[src/rtl/mem_bus_arbiter_if.sv]
// ---------------------------------------------------------------------------
// mem_bus_arbiter_if
// One master's command channel into the memory bus arbiter.
//
// Signals:
//   req      master -> arbiter  command request, held with payload until gnt
//   addr     master -> arbiter  word address (ADDR_W bits)
//   write    master -> arbiter  1 = write, 0 = read
//   data_w   master -> arbiter  write data
//   mask_w   master -> arbiter  byte-lane write enables
//   gnt      arbiter -> master  command accepted this cycle (combinational)
//   rvalid   arbiter -> master  read data valid this cycle (registered)
//   data_r   arbiter -> master  read data, qualified by rvalid
//
// Modports: master (the requester side), slave (the arbiter side).
// ---------------------------------------------------------------------------
interface mem_bus_arbiter_if #(
    parameter int ADDR_W = 30
);
    logic              req;
    logic [ADDR_W-1:0] addr;
    logic              write;
    logic [31:0]       data_w;
    logic [3:0]        mask_w;
    logic              gnt;
    logic              rvalid;
    logic [31:0]       data_r;

    modport master (
        output req, addr, write, data_w, mask_w,
        input  gnt, rvalid, data_r
    );

    modport slave (
        input  req, addr, write, data_w, mask_w,
        output gnt, rvalid, data_r
    );
endinterface

[src/rtl/mem_bus_arbiter.sv]
// ---------------------------------------------------------------------------
// mem_bus_arbiter
// Shares one single-port synchronous word-addressed RAM between two masters
// (m0 = CPU core, m1 = DMA / debug loader). At most one command is accepted
// per cycle and registered onto the RAM port; read data returns two cycles
// after acceptance with an rvalid strobe routed to the issuing master.
//
// Ports:
//   clock       in   rising-edge clock
//   reset       in   asynchronous, active-low reset
//   m0, m1      slave modports of mem_bus_arbiter_if (command channels)
//   mem_en      out  RAM command valid
//   mem_addr    out  RAM word address
//   mem_write   out  RAM write strobe
//   mem_data_w  out  RAM write data
//   mem_mask_w  out  RAM byte-lane mask
//   mem_data_r  in   RAM read data, valid one cycle after the command
//
// Configuration macro:
//   MEM_BUS_ARBITER_ROUND_ROBIN_EN  defined   -> round-robin under contention
//                                   undefined -> fixed priority, m0 wins
// ---------------------------------------------------------------------------
module mem_bus_arbiter #(
    parameter int ADDR_W = 30
) (
    input  logic              clock,
    input  logic              reset,
    mem_bus_arbiter_if.slave  m0,
    mem_bus_arbiter_if.slave  m1,
    output logic              mem_en,
    output logic [ADDR_W-1:0] mem_addr,
    output logic              mem_write,
    output logic [31:0]       mem_data_w,
    output logic [3:0]        mem_mask_w,
    input  logic [31:0]       mem_data_r
);

    logic last;      // most recently granted master
    logic owner;     // master owning the command currently on the RAM port
    logic rd_owner;  // master owning the read data returning this cycle
    logic rd_pend;   // a read's data is on mem_data_r this cycle
    logic pick_m0;   // contention winner: 1 = m0, 0 = m1
    logic gnt0;
    logic gnt1;

    always_comb begin
        // NOTE: every always_comb output gets a default first, so no path
        // through the block leaves it unassigned and infers a latch.
        pick_m0 = 1'b1;
`ifdef MEM_BUS_ARBITER_ROUND_ROBIN_EN
        // last == 1 means m1 went last, so it is m0's turn.
        pick_m0 = last;
`else
        // Fixed priority: last is tracked but never changes the decision.
        pick_m0 = 1'b1 | last;
`endif
        // Qualifying with reset keeps grants low while the block is held.
        gnt0 = reset & m0.req & (~m1.req |  pick_m0);
        gnt1 = reset & m1.req & (~m0.req | ~pick_m0);
    end

    assign m0.gnt = gnt0;
    assign m1.gnt = gnt1;

    always_ff @(posedge clock or negedge reset) begin
        if (!reset) begin
            mem_en     <= 1'b0;
            mem_write  <= 1'b0;
            mem_addr   <= '0;
            mem_data_w <= '0;
            mem_mask_w <= '0;
            owner      <= 1'b0;
            rd_owner   <= 1'b0;
            rd_pend    <= 1'b0;
            last       <= 1'b1;  // so m0 wins the first contention
        end else begin
            // NOTE: sequential state uses non-blocking assignments so every
            // register here samples pre-edge values (rd_pend sees the old
            // mem_en/mem_write, not the ones loaded in this same block).
            rd_pend  <= mem_en & ~mem_write;
            rd_owner <= owner;
            if (gnt0 | gnt1) begin
                mem_en     <= 1'b1;
                owner      <= gnt1;
                last       <= gnt1;
                mem_addr   <= gnt1 ? m1.addr   : m0.addr;
                mem_write  <= gnt1 ? m1.write  : m0.write;
                mem_data_w <= gnt1 ? m1.data_w : m0.data_w;
                mem_mask_w <= gnt1 ? m1.mask_w : m0.mask_w;
            end else begin
                // Payload holds; only the strobes drop.
                mem_en    <= 1'b0;
                mem_write <= 1'b0;
            end
        end
    end

    assign m0.rvalid = rd_pend & ~rd_owner;
    assign m1.rvalid = rd_pend &  rd_owner;

    // Data is shared; masters qualify it with their own rvalid.
    assign m0.data_r = mem_data_r;
    assign m1.data_r = mem_data_r;

endmodule

[src/flat_wrapper.sv]
// flat-port wrapper written by rule: the top's interface ports become plain ports
module mem_bus_arbiter_flat 
#(
    parameter int ADDR_W = 30
)
  (clock, reset, mem_en, mem_addr, mem_write, mem_data_w, mem_mask_w, mem_data_r, m0_req, m0_addr, m0_write, m0_data_w, m0_mask_w, m0_gnt, m0_rvalid, m0_data_r, m1_req, m1_addr, m1_write, m1_data_w, m1_mask_w, m1_gnt, m1_rvalid, m1_data_r);
  mem_bus_arbiter_if #(.ADDR_W(ADDR_W)) m0_i ();
  mem_bus_arbiter_if #(.ADDR_W(ADDR_W)) m1_i ();
  input  logic clock;
  input  logic reset;
  output logic mem_en;
  output logic [ADDR_W-1:0] mem_addr;
  output logic mem_write;
  output logic [31:0] mem_data_w;
  output logic [3:0] mem_mask_w;
  input  logic [31:0] mem_data_r;
  input wire logic [$bits(m0_i.req)-1:0] m0_req;
  input wire logic [$bits(m0_i.addr)-1:0] m0_addr;
  input wire logic [$bits(m0_i.write)-1:0] m0_write;
  input wire logic [$bits(m0_i.data_w)-1:0] m0_data_w;
  input wire logic [$bits(m0_i.mask_w)-1:0] m0_mask_w;
  output wire logic [$bits(m0_i.gnt)-1:0] m0_gnt;
  output wire logic [$bits(m0_i.rvalid)-1:0] m0_rvalid;
  output wire logic [$bits(m0_i.data_r)-1:0] m0_data_r;
  input wire logic [$bits(m1_i.req)-1:0] m1_req;
  input wire logic [$bits(m1_i.addr)-1:0] m1_addr;
  input wire logic [$bits(m1_i.write)-1:0] m1_write;
  input wire logic [$bits(m1_i.data_w)-1:0] m1_data_w;
  input wire logic [$bits(m1_i.mask_w)-1:0] m1_mask_w;
  output wire logic [$bits(m1_i.gnt)-1:0] m1_gnt;
  output wire logic [$bits(m1_i.rvalid)-1:0] m1_rvalid;
  output wire logic [$bits(m1_i.data_r)-1:0] m1_data_r;
  assign m0_i.req = m0_req;
  assign m0_i.addr = m0_addr;
  assign m0_i.write = m0_write;
  assign m0_i.data_w = m0_data_w;
  assign m0_i.mask_w = m0_mask_w;
  assign m0_gnt = m0_i.gnt;
  assign m0_rvalid = m0_i.rvalid;
  assign m0_data_r = m0_i.data_r;
  assign m1_i.req = m1_req;
  assign m1_i.addr = m1_addr;
  assign m1_i.write = m1_write;
  assign m1_i.data_w = m1_data_w;
  assign m1_i.mask_w = m1_mask_w;
  assign m1_gnt = m1_i.gnt;
  assign m1_rvalid = m1_i.rvalid;
  assign m1_data_r = m1_i.data_r;
  mem_bus_arbiter #(.ADDR_W(ADDR_W)) u_core (.clock(clock), .reset(reset), .m0(m0_i), .m1(m1_i), .mem_en(mem_en), .mem_addr(mem_addr), .mem_write(mem_write), .mem_data_w(mem_data_w), .mem_mask_w(mem_mask_w), .mem_data_r(mem_data_r));
endmodule
[config.mk]
export PLATFORM = sky130hd
export DESIGN_NAME = mem_bus_arbiter_flat
export DESIGN_NICKNAME = d
export VERILOG_FILES = /design/src/rtl/mem_bus_arbiter_if.sv /design/src/rtl/mem_bus_arbiter.sv /design/src/flat_wrapper.sv
export SDC_FILE = /design/constraint.sdc
export NUM_CORES = 1
export LEC_CHECK = 0
export CORE_MARGIN = 1
export CORE_UTILIZATION = 30
export CTS_CLUSTER_SIZE = 20
export DETAILED_ROUTE_END_ITERATION = 10
export PLACE_DENSITY = 0.71
export SYNTH_ARGS = -nofsm -noshare
export SYNTH_HDL_FRONTEND = slang
export SYNTH_SLANG_ARGS = --single-unit
[constraint.sdc]
create_clock -name clock -period 1.3 [get_ports clock]
set_clock_uncertainty 0.2 [all_clocks]
set_input_delay 0.195 -clock clock [delete_from_list [all_inputs] [get_ports clock]]
set_output_delay 0.195 -clock clock [all_outputs]
set_load 0.02 [all_outputs]
## After elaboration in Yosys (flattened, before gate mapping)

Index checks and enable logic that the tools add are counted.

- Output and inout port bits: 136
- Register bits: 71

- Muxes and demuxes: 6
- Bitwise operators: 10

Operators with widths:

| kind | number |
|---|---|
| 2-to-1 mux 32 bit | 1 |
| 2-to-1 mux 30 bit | 1 |
| bitwise AND 1 bit | 6 |
| 2-to-1 mux 4 bit | 1 |
| 2-to-1 mux 1 bit | 3 |
| inverter 1 bit | 3 |
| bitwise OR 1 bit | 1 |

## Depth between registers and ports, before layout

- Depth in word-level cells: 4
- Mapped depth: 6

## Least setup slack after synthesis

Ideal clock, no wire load.

- Path type: input to output
- From: in m0_req
- To: out m1_gnt
- Data arrival time: 892 ps
- Setup slack: 13 ps
- Stages on the path: 4
- Cells stage by stage: buf_4 -> buf_6 -> buf_6 -> nor2_1

- Longest elaborated chain between the ends: 2

RTL lines:

| element | line | RTL |
|---|---|---|
| start: declaration | flat_wrapper.sv:17 | `input wire logic [$bits(m0_i.req)-1:0] m0_req;` |
| inverter 1 bit | mem_bus_arbiter.sv:59 | `gnt1 = reset & m1.req & (~m0.req \| ~pick_m0);` |
| bitwise AND 1 bit | mem_bus_arbiter.sv:59 |  |
| end: declaration | flat_wrapper.sv:30 | `output wire logic [$bits(m1_i.gnt)-1:0] m1_gnt;` |

No other way between the ends.

## Final worst setup path

- From: reg u_core.rd_owner
- To: out m1_rvalid

- Longest elaborated chain between the ends: 1

RTL lines:

| element | line | RTL |
|---|---|---|
| start: declaration | mem_bus_arbiter.sv:40 | `logic rd_owner;` |
| start signal: assignment | mem_bus_arbiter.sv:81 | `rd_owner <= owner;` |
| bitwise AND 1 bit | mem_bus_arbiter.sv:99 | `assign m1.rvalid = rd_pend & rd_owner;` |
| end: declaration | flat_wrapper.sv:31 | `output wire logic [$bits(m1_i.rvalid)-1:0] m1_rvalid;` |

No other way between the ends.

==> results.toml <==
[run_status]
status = "finished, violations left"
violations = "negative hold slack, negative setup slack"

[grt]
grt_usage_pct = 19.2
grt_max_degree = 70
grt_pass1_vias = 4449
antenna_found_initial = 0
grt_overflow = 0
grt_pass1_wl_um = 21900

[setup_path]
arrival_ns = 0.98
worstPathRequired_ns = 0.90
cp-start-kind = "register"
rrSetupSlack_ns = 0.07
regToRegEndpoint = "u_core.mem_data_w[2]$_DFFE_PN0P_"
timing.rr.start = "u_core.mem_data_w[2]$_DFFE_PN0P_"
endpoint_kind = "output pin"
startpoint = "u_core.rd_owner$_DFF_PN0_"
r2r_cells = 4
critical_path_class = "register to output pin"
path_max_fanout = 2
endpoint = "m1_rvalid"

[synthesis]
syn_nets = 628
synth_edf_count = 0
yosysTopAreaCellShare_pct = 41.8
synth_top_family_by_area = "simple AND/OR/NAND/NOR gates"
synthSimpleGateAreaFrac_pct = 30.3
synth.area.top_cells = "dfrtp_1 (42%), nor3_1 (18%), buf_4 (12%)"
synth-seq-cells = 71
synth.most_common_cell = "nor3_1"
synth_xor_area_share_pct = 0
netlist_top_cells_count = "nor3_1 (149), dfrtp_1 (71), buf_4 (70)"
synth_top_flop_cell = "dfrtp_1"
syn_area_per_cell_sq_um = 9.29
yosysUniqueCellTypes = 17
synthAdderAreaFrac_pct = 0
async_flop_share_pct = 100
yosys.area.top_type = "dfrtp_1"
syn_area_sq_um = 4250
ys_seq_area_share_pct = 41.8
synth.area.mux_share_pct = 0
yosysWarnings = 0
synth_cells = 458
synth-compound-area-share_pct = 10.1

[timing]
fin_crit_ns = 1.38
rsz0062_at_grt = "true"
slew_viol_final = 0
fin_ws_ns = -0.0753
hold_violations = 65
post-route-period-util_pct = 106
hold_ws_ns = -0.204
slew-limit-headroom_pct = 72.2
fmax_mhz = 727
setup_viol = 2
tightest_slew_ns = 0.417

[floorplanning]
dieArea_sq_um = 14700
ios = 306
die_y_um = 121
initial_core_util_pct = 30.6
die_w_um = 121
core_sq_um = 13900
rows = 43

[pwr]
totalPowerFinal_mw = 8.19
power_density_nw_per_um2 = 1190
ir_drop_mv = 0.480
leakagePower_nw = 2.84

[layout]
final-instance-count-excl-fill = 861
drive_above_1_share_pct = 36.6
syn_to_final_growth_pct = 62.5
diodes = 0
nets = 846
num-fill-cells = 1285

[clock_tree]
tritoncts = "done"
cts_buffers = 9
root_buffer = "clkbuf_16"
clock_latency_ns = 0.33
cts.path.max_buffers = 2
clock_sinks = 71
hold_buffers = 1
path_clk_slew_ns = 0.06
cts.htree.levels = 3

[detailed_routing]
dr.first_iter.drc_count = 198
drc = 0
post_drt_wl_per_cell_um = 16.7
vias_per_cell = 5.12
ant_nets = 0
wl_um = 14400
vias = 4411
dr.pass1.iters = 4

[placement]
pre_cts_ws_ns = -0.206
placed_cells = 830
gp_congestion = 0.740
io_buffers = 209
hpwlAfterDp_um = 10400

[flow_run]
cap_violations = 0

[min_path]
hp-class = "primary input to asynchronous set/reset pin"
-- metal layers --
metal  vias to the layer above  track usage (%)  wire length [um]
met5                         -                0                 0
met4                         0             9.10               373
met3                        39             3.52               996
met2                       188             33.4              7210
met1                      2132             22.7              5820
li1                       2052                -                 -
-- sequential cells by signal, indices dropped and copies added (netlist names) --
register,cells
u_core.mem_en,1
u_core.mem_data_w,32
u_core.mem_mask_w,4
u_core.mem_write,1
u_core.rd_pend,1
u_core.mem_addr,30
u_core.rd_owner,1
u_core.owner,1
-- stage by stage --
step | setup TNS, ns | utilization, % | cell area [sq um]
floorplan | 0 | - | 4250
global placement | -8.51 | 47.7 | 6620
detailed placement | -11.13 | 47.7 | 6620
CTS | -0.185 | 48.4 | 6710
global route | -0.257 | 49.8 | 6910
finish | -0.144 | 49.8 | 6910
-- worst min-delay path by stage --
stage / cells past startpoint / startpoint / slack [ns] / end
final: 3 / reset / -0.20 / u_core.mem_addr[16]$_DFFE_PN0P_
after CTS: 3 / reset / -0.19 / u_core.mem_addr[14]$_DFFE_PN0P_
after detailed placement: 3 / reset / 0.11 / u_core.mem_addr[2]$_DFFE_PN0P_
after floorplan: 0 / reset / -0.30 / u_core.mem_addr[0]$_DFFE_PN0P_
after global placement: 3 / reset / 0.11 / u_core.mem_mask_w[3]$_DFFE_PN0P_
after global routing: 3 / reset / -0.17 / u_core.mem_data_w[20]$_DFFE_PN0P_
-- critical path, cell delays in order (launching register included) --
cell and delay [ns]:
dfrtp_1 0.37, and2_4 0.16, buf_6 0.12
-- where the power goes --
group          internal (mW)  total (mW)  switching, mW
Combinational           1.54        2.86           1.32
Sequential              2.53        2.74          0.213
Clock                   1.64        2.58          0.947
-- area by class of cell --
type / instances / area, sq um / area share (%)
well taps: 180 / 225 / 3.26
flip-flops and latches: 71 / 1780 / 25.7
multi-input cells: 277 / 1720 / 24.9
repair buffers: 316 / 2870 / 41.6
clock buffers: 13 / 270 / 3.91
inverters: 1 / 3.75 / 0.0543
clock inverters: 3 / 40.0 / 0.579
-- cells in the final DEF, fill, tap and decap left out --
cell type	synthesis	final
nor2_2	0	1
buf_12	0	10
buf_4	70	107
clkdlybuf4s50_1	0	134
nand2_2	2	2
dfrtp_1	71	71
dlygate4sd3_1	0	1
and2_1	2	1
buf_6	7	31
nor3_1	149	149
clkbuf_16	0	9
and2_4	0	1
o22ai_1	66	66
nand2_1	2	2
dlygate4sd2_1	0	1
a21oi_1	1	1
nor2b_1	2	2
clkinv_2	0	2
inv_2	1	1
clkbuf_1	8	1
nor2_1	2	1
o21a_1	1	1
o21ai_1	1	1
buf_2	24	32
clkbuf_8	0	3
nor3_2	49	49
bufinv_16	0	1
-- repair_timing --
| action | 4_1_cts | 5_1_grt |
|---|---|---|
| setup endpoints to repair | 72 | 35 |
| hold endpoints to repair | 71 | 65 |
| pin swaps | 1 | 1 |
| gates resized for setup | 295 | 49 |
| setup buffers | 7 | 7 |
-- kinds of logic (layout without fill, tap and decap cells) --
family,after synthesis,after routing
AO/OA/AOI/OAI,69,69
buffers and inverters,110,333
flip-flops,71,71
AND/OR/NAND/NOR,208,208
Note: power is estimated with default switching activity, not from simulation.
